$ cat config.mk
export PLATFORM = sky130hd
export DESIGN_NAME = rx_frame_decoder
export DESIGN_NICKNAME = d
export VERILOG_FILES = /design/src/rtl/rx_frame_decoder.sv
export SDC_FILE = /design/constraint.sdc
export NUM_CORES = 1
export LEC_CHECK = 0
export ABC_CLOCK_PERIOD_IN_PS = 2400
export CORE_MARGIN = 2
export CORE_UTILIZATION = 43
export CTS_CLUSTER_DIAMETER = 30
export CTS_CLUSTER_SIZE = 14
export DETAILED_ROUTE_END_ITERATION = 6
export PLACE_DENSITY = 0.7
export SLEW_MARGIN = 20
export SYNTH_ARGS = -nofsm -noshare
export SYNTH_HDL_FRONTEND = slang
export SYNTH_SLANG_ARGS = --single-unit
$ cat constraint.sdc
create_clock -name clk -period 2.4 [get_ports clk]
set_clock_uncertainty 0.05 [all_clocks]
set_input_delay 0.48 -clock clk [delete_from_list [all_inputs] [get_ports clk]]
set_output_delay 0.48 -clock clk [all_outputs]
set_load 0.02 [all_outputs]
$ cat src/rtl/rx_frame_decoder.sv
// 8b10b byte-stream frame decoder: packs data bytes into 24-bit words between
// HEADER/TRAILER control codes and pushes tagged words into a downstream FIFO.
module rx_frame_decoder #(
  parameter int FRAME_CNT_W = 16
) (
  input  logic                   clk,
  input  logic                   reset_n,
  input  logic                   byte_valid,
  input  logic [7:0]             byte_data,
  input  logic                   byte_k,
  input  logic                   byte_err,
  input  logic                   fifo_full,
  output logic                   fifo_write,
  output logic [26:0]            fifo_data,
  output logic                   in_frame,
  output logic [FRAME_CNT_W-1:0] frame_count,
  output logic [7:0]             err_count,
  output logic                   overflow
);

  typedef enum logic [1:0] {IDLE, FRAME, DROP} state_e;

  localparam logic [7:0] K_NOP = 8'h3C;
  localparam logic [7:0] K_HDR = 8'hFC;
  localparam logic [7:0] K_TRL = 8'hBC;

  state_e                 state_q, state_d;
  logic [1:0]             byteCnt_q, byteCnt_d;
  logic [15:0]            partial_q, partial_d;
  logic [23:0]            hold_q, hold_d;
  logic                   holdVld_q, holdVld_d;
  logic                   holdSof_q, holdSof_d;
  logic                   first_q, first_d;
  logic                   fifoWrite_q, fifoWrite_d;
  logic [26:0]            fifoData_q, fifoData_d;
  logic [FRAME_CNT_W-1:0] frameCnt_q, frameCnt_d;
  logic [7:0]             errCnt_q, errCnt_d;
  logic                   ovf_q, ovf_d;

  logic isNop, isHdr, isTrl, isIllegal;
  logic wrReq, wrErr, wrEof, errInc, frameInc, restart;

  assign isNop     = byte_k && (byte_data == K_NOP);
  assign isHdr     = byte_k && (byte_data == K_HDR);
  assign isTrl     = byte_k && (byte_data == K_TRL);
  assign isIllegal = byte_k && !isNop && !isHdr && !isTrl;

  always_comb begin
    state_d     = state_q;
    byteCnt_d   = byteCnt_q;
    partial_d   = partial_q;
    hold_d      = hold_q;
    holdVld_d   = holdVld_q;
    holdSof_d   = holdSof_q;
    first_d     = first_q;
    fifoWrite_d = 1'b0;
    fifoData_d  = fifoData_q;
    frameCnt_d  = frameCnt_q;
    errCnt_d    = errCnt_q;
    ovf_d       = ovf_q;
    wrReq       = 1'b0;
    wrErr       = 1'b0;
    wrEof       = 1'b0;
    errInc      = 1'b0;
    frameInc    = 1'b0;
    restart     = 1'b0;

    if (byte_valid) begin
      unique case (state_q)
        IDLE: begin
          if (byte_err)    errInc  = 1'b1;
          else if (isHdr)  restart = 1'b1;
          else if (!isNop) errInc  = 1'b1;
        end
        FRAME: begin
          if (byte_err || isIllegal || isHdr) begin
            wrReq  = holdVld_q;
            wrErr  = 1'b1;
            wrEof  = 1'b1;
            errInc = 1'b1;
            if (isHdr && !byte_err) restart = 1'b1;
            else                    state_d = IDLE;
          end else if (isTrl) begin
            state_d = IDLE;
            wrReq   = holdVld_q;
            wrEof   = 1'b1;
            if (byteCnt_q != 2'd0) begin
              wrErr  = 1'b1;
              errInc = 1'b1;
            end else if (holdVld_q) begin
              frameInc = 1'b1;
            end
          end else if (!byte_k) begin
            // The held word is flushed only when the next word completes, so a
            // frame ending in a partial word can still tag its last full word.
            unique case (byteCnt_q)
              2'd0: begin
                partial_d[15:8] = byte_data;
                byteCnt_d       = 2'd1;
              end
              2'd1: begin
                partial_d[7:0] = byte_data;
                byteCnt_d      = 2'd2;
              end
              default: begin
                wrReq     = holdVld_q;
                hold_d    = {partial_q, byte_data};
                holdVld_d = 1'b1;
                holdSof_d = first_q;
                first_d   = 1'b0;
                byteCnt_d = 2'd0;
              end
            endcase
          end
        end
        DROP: begin
          if (!byte_err && isHdr)      restart = 1'b1;
          else if (!byte_err && isTrl) state_d = IDLE;
        end
        default: state_d = IDLE;
      endcase
    end

    if (restart) begin
      state_d   = FRAME;
      byteCnt_d = 2'd0;
      holdVld_d = 1'b0;
      first_d   = 1'b1;
    end

    if (wrReq) begin
      if (fifo_full) begin
        ovf_d    = 1'b1;
        errInc   = 1'b1;
        frameInc = 1'b0;
        state_d  = DROP;
      end else begin
        fifoWrite_d = 1'b1;
        fifoData_d  = {wrErr, wrEof, holdSof_q, hold_q};
      end
    end

    if (frameInc) frameCnt_d = frameCnt_q + FRAME_CNT_W'(1);
    if (errInc && (errCnt_q != 8'hFF)) errCnt_d = errCnt_q + 8'd1;
  end

  always_ff @(posedge clk or negedge reset_n) begin
    if (!reset_n) begin
      state_q     <= IDLE;
      byteCnt_q   <= 2'd0;
      partial_q   <= 16'd0;
      hold_q      <= 24'd0;
      holdVld_q   <= 1'b0;
      holdSof_q   <= 1'b0;
      first_q     <= 1'b0;
      fifoWrite_q <= 1'b0;
      fifoData_q  <= 27'd0;
      frameCnt_q  <= '0;
      errCnt_q    <= 8'd0;
      ovf_q       <= 1'b0;
    end else begin
      state_q     <= state_d;
      byteCnt_q   <= byteCnt_d;
      partial_q   <= partial_d;
      hold_q      <= hold_d;
      holdVld_q   <= holdVld_d;
      holdSof_q   <= holdSof_d;
      first_q     <= first_d;
      fifoWrite_q <= fifoWrite_d;
      fifoData_q  <= fifoData_d;
      frameCnt_q  <= frameCnt_d;
      errCnt_q    <= errCnt_d;
      ovf_q       <= ovf_d;
    end
  end

  assign fifo_write  = fifoWrite_q;
  assign fifo_data   = fifoData_q;
  assign in_frame    = (state_q == FRAME);
  assign frame_count = frameCnt_q;
  assign err_count   = errCnt_q;
  assign overflow    = ovf_q;

endmodule

==> results.sh <==
export IMPL_filler_cell_count=767
export IMPL_grt_pass1_vias=2805
export IMPL_irDropWorstVdd_mv=0.486
export IMPL_final_seq_area_mm2=0.00250
export IMPL_track_usage_pct=17.6
export IMPL_numCtsBuffers=9
export IMPL_clk_latency_ns=0.36
export IMPL_synth_area_mm2=0.00414
export IMPL_dieArea_mm2=0.0104
export IMPL_cts_hold_buf=0
export IMPL_crit_type="primary input to flop"
export IMPL_cts_sinks=100
export IMPL_antenna_found_initial=0
export IMPL_synthFlopType="dfrtp_1"
export IMPL_pwr_share_clk_pct=32.9
export IMPL_slew_violations=0
export IMPL_synth_area_per_cell_um2=13.3
export IMPL_layout_drive_gt1_share_pct=31.5
export IMPL_clockBufferDepth=2
export IMPL_p_int_uw=2500
export IMPL_crit_start="byte_data[2]"
export IMPL_muxShareOfSynthArea_pct=19.0
export IMPL_cap_violations=0
export IMPL_max_freq_ghz=0.421
export IMPL_hold_class="primary input to async pin"
export IMPL_post_route_min_period_ns=2.38
export IMPL_clk_pin_slew_ns=0.10
export IMPL_worstPathMaxFanout=14
export IMPL_grt_start_max_net_pins=44
export IMPL_synth_seq_area_share_pct=60.4
export IMPL_initial_core_util_pct=44.6
export IMPL_diodes=0
export IMPL_dp_hpwl_um=5990
export IMPL_vias=2815
export IMPL_setup_viol=0
export IMPL_fp_dieW_um=102
export IMPL_tritoncts="built"
export IMPL_ys_top_cells_by_area="dfrtp_1 (60%), mux2_2 (18%), xor2_1 (2.3%), nand2_1 (2.0%), xnor2_1 (1.5%)"
export IMPL_period_share_pct=99.0
export IMPL_routabilityCongestion=0.841
export IMPL_area_growth_synth_to_final_pct=34.1
export IMPL_fin_nets=439
export IMPL_status="finished, final reports clean"
export IMPL_portBuffers=67
export IMPL_htree_levels=3
export IMPL_worst_endpoint_required_ns=2.59
export IMPL_synth_largest_area_cell="dfrtp_1"
export IMPL_rows=35
export IMPL_synth_cells=311
export IMPL_switchingPower_uw=900
export IMPL_ant_nets=0
export IMPL_swShare_pct=26.5
export IMPL_dr_pass1_iters=4
export IMPL_drtIter0Drc=107
export IMPL_p_seq_share_pct=53.6
export IMPL_crit_arrival_ns=2.57
export IMPL_overflow=0
export IMPL_route_detailed_drc=0
export IMPL_die_y_um=102
export IMPL_worstMarginPinSlew_ns=0.547
export IMPL_startpoint_type="primary input"
export IMPL_worst_hold_slack_ns=0.0376
export IMPL_wl_per_cell_um=15.3
export IMPL_synth_top_family_by_area="multiplexers"
export IMPL_power_uw=3400
export IMPL_p_leak_uw=0.00271
export IMPL_combPwrFrac_pct=13.5
export IMPL_p_per_area_mw_per_mm2=612
export IMPL_grt_pass1_wl_um=14000
export IMPL_yosys_area_top_type_share_pct=60.4
export IMPL_synth_seq_cells=100
export IMPL_syn_nets=327
export IMPL_yosys_warnings=0
export IMPL_endpoint_kind="flop"
export IMPL_viasPerCell=5.05
export IMPL_ioPinCount=68
export IMPL_synth_edff_count=0
export IMPL_synth_adder_area_share_pct=0.604
export IMPL_maxSlewHeadroom_pct=63.5
export IMPL_reg2reg_from="byteCnt_q[1]"
export IMPL_yosys_area_share_simple_pct=9.52
export IMPL_synth_compound_area_share_pct=4.98
export IMPL_multiInputGateArea_mm2=0.00160
export IMPL_synth_async_reset_ratio_pct=100
export IMPL_hold_viol_final=0
export IMPL_wl_um=8540
export IMPL_yosysUniqueCellTypes=41
export IMPL_rrSetupSlack_ns=0.31
export IMPL_synth_xor_area_share_pct=3.81
export IMPL_root_buffer="clkbuf_8"
export IMPL_core_area_mm2=0.00928
-- registers in the layout, indices dropped and copies added (netlist names) --
| signal | flops |
|---|---|
| fifo_data | 27 |
| hold_q | 24 |
| frame_count | 16 |
| partial_q | 16 |
| err_count | 8 |
| byteCnt_q | 2 |
| state_q | 2 |
| fifo_write | 1 |
| first_q | 1 |
| holdSof_q | 1 |
| holdVld_q | 1 |
| overflow | 1 |
-- worst paths after layout --
path / to / cells past startpoint
hold reg to reg: frame_count[15] / 1
setup reg to reg: err_count[1] / 5
min in group clk: frame_count[15] / 1
hold / removal: fifo_data[9] / 1
max in group asynchronous: partial_q[9] / 2
setup / recovery: fifo_data[4] / 8
-- through the flow --
| step | cells | setup slack, ns | cell area (µm²) | util [%] | TNS (ns) |
|---|---|---|---|---|---|
| floorplan | 311 | 0.311 | 4140 | - | 0 |
| global placement | 537 | -0.246 | 5280 | 56.9 | -8.34 |
| detailed placement | 537 | -0.298 | 5280 | 56.9 | -9.40 |
| CTS | 553 | 0.0519 | 5490 | 59.1 | 0 |
| global route | 557 | -0.0184 | 5560 | 59.8 | -0.116 |
| finish | 557 | 0.0234 | 5560 | 59.8 | 0 |
-- cell families (layout without fill, tap and decap cells) --
group / after synthesis / after routing
adders and majority gates: 2 / 2
buffers and inverters: 17 / 134
xor gates and xnor gates: 18 / 18
and+or+nand+nor: 74 / 74
DFF: 100 / 100
muxes: 70 / 70
AOI/OAI and AO/OA: 30 / 30
-- final cells by class --
type	instances	share of cell area, %
clock buffer	10	2.48
clock inverter	6	1.28
inverter	8	0.541
multi-input combinational	194	28.9
sequential	100	45.0
tap	129	2.91
timing repair buffer	110	18.9
-- cells in the final DEF, fill, tap and decap left out, types with 2 or more instances in the layout --
master	instances
ha_1	2
nor3_1	4
nand4b_1	2
inv_1	8
a211o_1	2
mux2_2	68
nand3_1	7
clkdlybuf4s50_1	65
xnor2_1	7
xor2_1	11
buf_4	40
o21ai_0	9
nor2_1	14
nand2_1	22
or3_1	2
a21oi_1	9
a21boi_1	2
nand2b_1	3
nand3b_1	2
mux2_1	2
a211oi_1	2
dfrtp_1	100
buf_12	3
clkbuf_8	10
nand4_1	6
-- cells in the mapped netlist, drive strengths merged, types with 2 or more instances --
library cell,n
a211o,2
a211oi,2
a21boi,3
a21oi,9
buf,3
clkbuf,6
dfrtp,100
ha,2
inv,8
mux2,70
nand2,22
nand2b,3
nand3,7
nand3b,2
nand4,7
nand4b,2
nor2,14
nor3,5
nor4,2
o21ai,9
or2,2
or3,2
xnor2,7
xor2,11
-- worst max-delay path: stages --
cell             delay [ns]
clkdlybuf4s50_1        0.50
nor4bb_4               0.28
buf_4                  0.16
nand4_1                0.15
o311ai_4               0.31
buf_4                  0.19
buf_12                 0.15
mux2_2                 0.35
-- repair_timing --
action,4_1_cts,5_1_grt
endpoints found under the setup margin,0,25
gates resized for setup,0,3
setup buffers,0,3
-- power by group through the flow --
stage          logic (µW)  registers (µW)  clock network [µW]
3_3_place_gp          452            1850                   0
2_1_floorplan         144            1910                   0
6_report              458            1820                1120
4_1_cts               463            1820                1160
5_1_grt               501            1840                1230
3_5_place_dp          461            1860                   0
-- per-layer routing --
metal / vias up / share of wire [%] / track usage (%) / routed length (µm)
met5: - / 0 / 0 / 0
met4: 0 / 1.1 / 4.62 / 92
met3: 8 / 2.9 / 4.10 / 245
met2: 44 / 49 / 28.0 / 4220
met1: 1437 / 47 / 24.5 / 3980
li1: 1326 / - / - / -
(Power assumes the default switching activity.)
